--- src/rtl/sram_rr_arbiter.sv ---
// rtl/sram_rr_arbiter.sv - two-port round-robin arbiter and sequencer for a single-port byte-writable SRAM
module sram_rr_arbiter #(
    parameter int ADDRWIDTH = 16,
    parameter int DATAWIDTH = 32
) (
    input  logic                 CLK,
    input  logic                 RSTn,

    input  logic                 p0_req_valid,
    output logic                 p0_req_ready,
    input  logic [ADDRWIDTH-1:0] p0_req_addr,
    input  logic [3:0]           p0_req_we,
    input  logic [DATAWIDTH-1:0] p0_req_wdata,
    output logic                 p0_rsp_valid,
    input  logic                 p0_rsp_ready,
    output logic                 p0_rsp_write,
    output logic [DATAWIDTH-1:0] p0_rsp_rdata,

    input  logic                 p1_req_valid,
    output logic                 p1_req_ready,
    input  logic [ADDRWIDTH-1:0] p1_req_addr,
    input  logic [3:0]           p1_req_we,
    input  logic [DATAWIDTH-1:0] p1_req_wdata,
    output logic                 p1_rsp_valid,
    input  logic                 p1_rsp_ready,
    output logic                 p1_rsp_write,
    output logic [DATAWIDTH-1:0] p1_rsp_rdata,

    output logic                 sram_cs,
    output logic [3:0]           sram_we,
    output logic [ADDRWIDTH-1:0] sram_addr,
    output logic [DATAWIDTH-1:0] sram_wdata,
    input  logic [DATAWIDTH-1:0] sram_rdata
);

    // Per-port response holding registers
    logic                 r_pend0;
    logic                 r_pend1;
    logic                 r_rsp_write0;
    logic                 r_rsp_write1;
    logic [DATAWIDTH-1:0] r_rsp_rdata0;
    logic [DATAWIDTH-1:0] r_rsp_rdata1;

    // Port that wins when both are eligible
    logic                 r_rr_ptr;

    logic                 w_elig0;
    logic                 w_elig1;
    logic                 w_grant0;
    logic                 w_grant1;
    logic                 w_hs0;
    logic                 w_hs1;

    // Eligibility and grant; reset level blocks grants so the SRAM stays deselected in reset
    always_comb begin
        w_elig0  = RSTn & p0_req_valid & ~r_pend0;
        w_elig1  = RSTn & p1_req_valid & ~r_pend1;
        w_grant0 = w_elig0 & (~w_elig1 | ~r_rr_ptr);
        w_grant1 = w_elig1 & (~w_elig0 |  r_rr_ptr);
        w_hs0    = r_pend0 & p0_rsp_ready;
        w_hs1    = r_pend1 & p1_rsp_ready;
    end

    // SRAM access mux: the granted port drives the macro, idle cycles drive zeros
    always_comb begin
        sram_cs    = 1'b0;
        sram_we    = 4'h0;
        sram_addr  = '0;
        sram_wdata = '0;
        if (w_grant0) begin
            sram_cs    = 1'b1;
            sram_we    = p0_req_we;
            sram_addr  = p0_req_addr;
            sram_wdata = p0_req_wdata;
        end else if (w_grant1) begin
            sram_cs    = 1'b1;
            sram_we    = p1_req_we;
            sram_addr  = p1_req_addr;
            sram_wdata = p1_req_wdata;
        end
    end

    // Round-robin pointer moves to the loser of each grant
    always_ff @(posedge CLK or negedge RSTn) begin
        if (!RSTn) begin
            r_rr_ptr <= 1'b0;
        end else if (w_grant0) begin
            r_rr_ptr <= 1'b1;
        end else if (w_grant1) begin
            r_rr_ptr <= 1'b0;
        end
    end

    // Port 0 response register: capture on grant, release on handshake
    always_ff @(posedge CLK or negedge RSTn) begin
        if (!RSTn) begin
            r_pend0      <= 1'b0;
            r_rsp_write0 <= 1'b0;
            r_rsp_rdata0 <= '0;
        end else if (w_grant0) begin
            r_pend0      <= 1'b1;
            r_rsp_write0 <= |p0_req_we;
            r_rsp_rdata0 <= (|p0_req_we) ? '0 : sram_rdata;
        end else if (w_hs0) begin
            r_pend0      <= 1'b0;
        end
    end

    // Port 1 response register: capture on grant, release on handshake
    always_ff @(posedge CLK or negedge RSTn) begin
        if (!RSTn) begin
            r_pend1      <= 1'b0;
            r_rsp_write1 <= 1'b0;
            r_rsp_rdata1 <= '0;
        end else if (w_grant1) begin
            r_pend1      <= 1'b1;
            r_rsp_write1 <= |p1_req_we;
            r_rsp_rdata1 <= (|p1_req_we) ? '0 : sram_rdata;
        end else if (w_hs1) begin
            r_pend1      <= 1'b0;
        end
    end

    assign p0_req_ready = w_grant0;
    assign p1_req_ready = w_grant1;
    assign p0_rsp_valid = r_pend0;
    assign p1_rsp_valid = r_pend1;
    assign p0_rsp_write = r_rsp_write0;
    assign p1_rsp_write = r_rsp_write1;
    assign p0_rsp_rdata = r_rsp_rdata0;
    assign p1_rsp_rdata = r_rsp_rdata1;

endmodule
--- config.mk ---
export PLATFORM = sky130hd
export DESIGN_NAME = sram_rr_arbiter
export DESIGN_NICKNAME = d
export VERILOG_FILES = /design/src/rtl/sram_rr_arbiter.sv
export SDC_FILE = /design/constraint.sdc
export NUM_CORES = 1
export LEC_CHECK = 0
export CAP_MARGIN = 20
export CORE_MARGIN = 2
export CORE_UTILIZATION = 37
export CTS_CLUSTER_SIZE = 10
export DETAILED_ROUTE_END_ITERATION = 10
export GPL_ROUTABILITY_DRIVEN = 0
export PLACE_DENSITY = 0.86
export REMOVE_ABC_BUFFERS = 1
export SYNTH_ARGS = -nofsm -noshare
export SYNTH_HDL_FRONTEND = slang
export SYNTH_SLANG_ARGS = --single-unit
--- constraint.sdc ---
create_clock -name CLK -period 3.1 [get_ports CLK]
set_clock_uncertainty 0.1 [all_clocks]
set_input_delay 0.465 -clock CLK [delete_from_list [all_inputs] [get_ports CLK]]
set_output_delay 0.465 -clock CLK [all_outputs]
set_load 0.1 [all_outputs]
==> impl_metrics.yaml, run 1 <==
min_path:
  hold_path_class: "reg -> reg"
  holdPathStages: 2
  min_from: "p0_rsp_rdata[27]"
  worstHoldEndpoint: "p0_rsp_rdata[27]"
final_layout:
  syn_to_final_growth_pct: 93.27
  utilization_pct: 74.38
  final_common_cell: "clkdlybuf4s50_1"
  layout-drive-gt1-share_pct: 24.88
  nNetsFinal: 760
  most-common-layout-cells: "clkdlybuf4s50_1 (140), buf_4 (77), inv_1 (69), dfrtp_1 (69), mux2i_1 (66)"
  n_fill_cell: 656
synth:
  synth_cell_type_count: 17
  ys_seq_area_share_pct: 48.10
  yosys.area.top_type: "dfrtp_1"
  netlist.area_leader.share_pct: 48.10
  synth-seq-cells: 69
  netlist_area_um2: 3590
  ys.warnings.count: 0
  synth.area.top_cells: "dfrtp_1 (48%), mux2i_1 (18%), a22o_1 (13%), inv_1 (7.2%), nand2_1 (6.8%)"
  syn_inst: 357
  avgSynthCellArea_um2: 10.06
floorplanning:
  die_x_um: 102.5
  num_rows: 35
  core_area_um2: 9328
  die_y_um: 102.5
  start_util_pct: 38.48
  fp.dieArea_um2: 10510
  ios: 265
grt:
  grt_pass1_vias: 3889
  gr-total-overflow: 0
  grt_pass1_wl_mm: 21.75
  grt_max_degree: 68
  grt_antenna_before_repair: 2
  track_usage_pct: 27.78
placement:
  io_buffers: 264
  post-dp-hpwl_mm: 11.78
  post-place-ws_ps: 307.7
drt:
  drc: 0
  drt-total-wl_mm: 15.19
  drtPass1Iterations: 5
  vias: 3747
  drt_iter0_drc: 134
  routedWlPerCell_um: 20.17
  avgViaCountPerCell: 4.976
  postRouteAntennaNets: 0
flow_run:
  drv_cap: 0
worst_setup_path:
  path_common_cell: "buf_12"
  critPathSlowestCell: "dlygate4sd3_1"
  crit_path_max_fanout: 67
  criticalPathCategory: "in -> out"
  path_cells: "dlygate4sd3_1 > buf_2 > inv_1 > a211oi_4 > buf_12 > a22o_1 > buf_12"
  end_kind: "output port"
  cp-start-kind: "input pin"
  ff2ff_setup_slack_ps: 1060
  r2r_end: "p1_rsp_rdata[9]"
  r2r_cells: 5
  r2r-start: "p1_rsp_valid"
  cp.arrival_ps: 2330
  cp.required_ps: 2530
  slowest_delay_ps: 540
sta:
  max-slew-margin-rel_pct: 49.02
  max_slew.worst_pin.slew_ps: 764.7
  slew_violations: 0
  period_needed_ps: 2896
  period_share_pct: 93.41
  finalHoldViolCount: 0
  max_freq_mhz: 345.4
  rsz0062_at_grt: "no"
  worst_slack_ps: 204.4
  setup_viol: 0
power:
  intPower_mw: 1.893
  power_frac_seq_pct: 28.1
  power_mw: 3.544
  power_density_nw_per_um2: 510.8
  comb_power_share_pct: 52.6
  peakVddDrop_uv: 293.6
  clkPwrFrac_pct: 19.3
  p_switching_mw: 1.651
  swShare_pct: 46.59
  p_leak_nw: 3.039
cts:
  htree_num_levels: 3
  cts_setup_buffers: 0
  cts_tree: "built"
  clk_path_buf_depth: 2
  clock_latency_ps: 340
  cts.sinks: 69
  clk_pin_slew_ps: 70
  cts-root-buf: "clkbuf_8"
  cts_buffers: 9
status:
  status: "finished, final reports clean"
## layout make-up
cell class	instances	area, µm²	share of cell area [%]
repair buffers	275	3115	44.91
flip-flops and latches	69	1727	24.89
multi-input cells	194	1488	21.44
inverters	69	259.0	3.733
well taps	129	161.4	2.326
clock buffers	10	137.6	1.984
clock inverters	6	47.55	0.6853
diodes	1	2.502	0.03607
## synth_stat cells, drive strengths merged
master / instances
a22o: 52
clkbuf: 5
buf: 20
mux2i: 66
nand2b: 1
a21o: 3
dfrtp: 69
o211a: 1
nor4: 2
nor2: 1
a211oi: 1
inv: 69
nor2b: 2
nand2: 65
## registers in the layout, summed over array words and instances (netlist names)
signal and count:
p0_rsp_valid 1, p1_rsp_rdata 32, p1_rsp_write 1, p0_rsp_write 1, p0_rsp_rdata 32, p1_rsp_valid 1
r_rr_ptr 1
## how the worst max path moves through the flow
stage	start	endpoint	slack, ps	depth (start not counted)
finish	RSTn	sram_we[3]	200	7
global route	RSTn	sram_wdata[22]	130	7
detailed placement	p0_req_valid	sram_wdata[14]	310	6
CTS	RSTn	sram_wdata[24]	230	7
floorplan	p1_rsp_valid	sram_addr[0]	-4500	3
global placement	p1_req_valid	sram_addr[1]	370	6
## power groups by stage
stage,sequential [mW],combinational [mW],clock [mW]
floorplan,1.40,0.777,0
global placement,1.01,1.85,0
detailed placement,1.01,1.86,0
CTS,0.996,1.87,0.698
global route,1.00,1.91,0.728
finish,0.996,1.86,0.685
## metrics by stage
step	cells	setup TNS (ps)	hold slack, ps	cell area, µm²
after floorplan	332	-389760	69.41	3441
after global placement	735	0	328.7	6740
after detailed placement	735	0	335.9	6740
after CTS	752	0	421.7	6935
after global routing	752	0	443.4	6935
final	753	0	419.9	6938
## timing repair
| item | 4_1_cts | 5_1_grt |
|---|---|---|
| resized for setup | 0 | 0 |
| hold buffers | 1 | 0 |
| endpoints found under the hold margin | 9 | 0 |
## logic make-up (layout without fill, tap and decap cells)
family          Yosys count  count (layout)  share of synthesized area, %
buf+inv                  94             360                         11.36
compound gates           57              57                         13.94
flops                    69              69                         48.10
other cells               0               1                             0
mux                      66              66                         18.40
simple gates             71              71                         8.191
## worst max-delay path, delay by kind of cell
family,cells,cell delay (ps)
buf+inv,5,1290
compound gates,2,520
## routing by layer
layer | global-route usage [%] | routed length, µm | vias to the layer above
li1 | - | - | 1695
met1 | 30.39 | 5461 | 1826
met2 | 48.01 | 7570 | 178
met3 | 10.24 | 1503 | 46
met4 | 12.82 | 646 | 2
met5 | 0 | 7 | -
No activity file was read; power rests on OpenSTA's default activity.
==> run 2, diff against run 1 <==
- RECOVER_POWER: default -> 100
- SLEW_MARGIN: default -> 20
==> impl_metrics.yaml, run 2 (synthesis results as in run 1) <==
status:
  status: "finished with violations"
  failed_checks: "max-capacitance violations, max-slew violations"
power:
  clkPwrFrac_pct: 20.6
  p_leak_nw: 2.591
  intPower_mw: 1.693
  power_density_nw_per_um2: 541.5
  swShare_pct: 48.82
  comb_power_share_pct: 49.3
  p_switching_mw: 1.615
  power_frac_seq_pct: 30.0
  peakVddDrop_uv: 300.1
floorplanning:
  num_rows: 35
  ios: 265
  die_y_um: 102.5
  core_area_um2: 9328
  fp.dieArea_um2: 10510
  die_x_um: 102.5
  start_util_pct: 38.48
final_layout:
  final_common_cell: "clkdlybuf4s50_1"
  layout-drive-gt1-share_pct: 13.64
  syn_to_final_growth_pct: 70.20
  finalInstanceArea_um2: 6110
  nNetsFinal: 760
  most-common-layout-cells: "clkdlybuf4s50_1 (140), inv_1 (69), dfrtp_1 (69), clkbuf_1 (69), mux2i_1 (66)"
drt:
  routedWlPerCell_um: 20.13
  postRouteAntennaNets: 0
  avgViaCountPerCell: 4.922
  vias: 3711
  drt_iter0_drc: 104
  drc: 0
  drt-total-wl_mm: 15.18
  drtPass1Iterations: 4
sta:
  fin_hold_ws_ps: 418.5
  finalHoldViolCount: 0
  setup_tns_ps: 0
  period_needed_ps: 2961
  max-slew-margin-rel_pct: -3.833
  max_slew.worst_pin.slew_ps: 1557
  rsz0062_at_grt: "no"
  max_freq_mhz: 337.7
  period_share_pct: 95.53
  slew_violations: 22
  setup_viol: 0
worst_setup_path:
  cp.arrival_ps: 2400
  slowest_delay_ps: 540
  r2r_cells: 4
  path_cells: "dlygate4sd3_1 > buf_2 > inv_1 > a211oi_4 > buf_12 > a22o_1 > clkbuf_4"
  end_kind: "output port"
  crit_path_max_fanout: 67
  cp.required_ps: 2530
  r2r-start: "p0_rsp_valid"
  criticalPathCategory: "in -> out"
  r2r_end: "p0_rsp_rdata[12]"
  critPathSlowestCell: "dlygate4sd3_1"
  critPathTopFamily: "buffers and inverters"
  crit_buf_inv: 5
  cp-start-kind: "input pin"
  ff2ff_setup_slack_ps: 470
placement:
  io_buffers: 264
  post-dp-hpwl_mm: 11.78
  place_area_um2: 6740
min_path:
  min_from: "p0_rsp_rdata[27]"
  holdPathStages: 2
  worstHoldEndpoint: "p0_rsp_rdata[27]"
  hold_path_class: "reg -> reg"
cts:
  clk_path_buf_depth: 2
  cts_tree: "built"
  ctsResizeCount: 0
  htree_num_levels: 3
  clock_latency_ps: 340
  cts_buffers: 9
  cts.sinks: 69
  clk_pin_slew_ps: 70
  cts-root-buf: "clkbuf_8"
grt:
  grt_max_degree: 68
  track_usage_pct: 27.78
  grt_pass1_vias: 3889
  gr-total-overflow: 0
  grt_antenna_before_repair: 2
  grt_pass1_wl_mm: 21.75
flow_run:
  drv_cap: 1
## run 2: cell types whose count changed in the layout (fill, tap and decap cells not counted), moves of 3 or more
cell,before,now
buf_6,0,3
buf_12,56,11
clkbuf_2,0,4
clkbuf_1,0,69
buf_4,77,8
clkbuf_4,0,37
## run 2: worst max path at each step
stage / slack (ps) / endpoint / depth (start not counted) / startpoint
2_1_floorplan: -4500 / sram_addr[0] / 3 / p1_rsp_valid
3_3_place_gp: 370 / sram_addr[1] / 6 / p1_req_valid
3_5_place_dp: 310 / sram_wdata[14] / 6 / p0_req_valid
4_1_cts: 230 / sram_wdata[24] / 7 / RSTn
5_1_grt: 60 / sram_we[0] / 7 / RSTn
6_report: 140 / sram_wdata[14] / 7 / RSTn
## run 2: per-layer routing
layer,wire (µm),global-route usage [%],vias to the layer above
met5,7,0,-
met4,587,12.82,2
met3,1545,10.24,44
met2,7631,48.01,184
met1,5409,30.39,1788
li1,-,-,1693
## run 2: final cells by class
type / instances / area, µm²
clock inverter: 6 / 47.55
clock buffer: 10 / 137.6
inverter: 69 / 259.0
antenna: 2 / 5.005
sequential: 69 / 1727
multi-input combinational: 194 / 1480
fill: 827 / 3218
tap: 129 / 161.4
timing repair buffer: 275 / 2292
## run 2: power groups by stage
stage / combinational [mW] / clock (mW) / sequential (mW)
floorplan: 0.777 / 0 / 1.40
global placement: 1.85 / 0 / 1.01
detailed placement: 1.86 / 0 / 1.01
CTS: 1.87 / 0.698 / 0.996
global route: 1.68 / 0.728 / 1.00
finish: 1.63 / 0.683 / 0.994
## run 2: per-stage QoR
stage	instances	worst slack (ps)	utilization (%)	power, mW
final	754	138.6	65.50	3.308
after CTS	752	234.6	74.35	3.563
after detailed placement	735	307.7	72.26	2.876
after global placement	735	374.6	72.26	2.854
after floorplan	332	-4502	-	2.176
after global routing	752	64.59	65.45	3.405
## run 2: worst min-delay path: stages, from the launching register on
cell	delay, ps
dfrtp_1	380
inv_1	50
mux2i_1	50
## run 2: timing repair
| item | in CTS | in global routing |
|---|---|---|
| setup buffers | 0 | 0 |
| hold buffers | 1 | 0 |
| hold endpoints to repair | 9 | 0 |
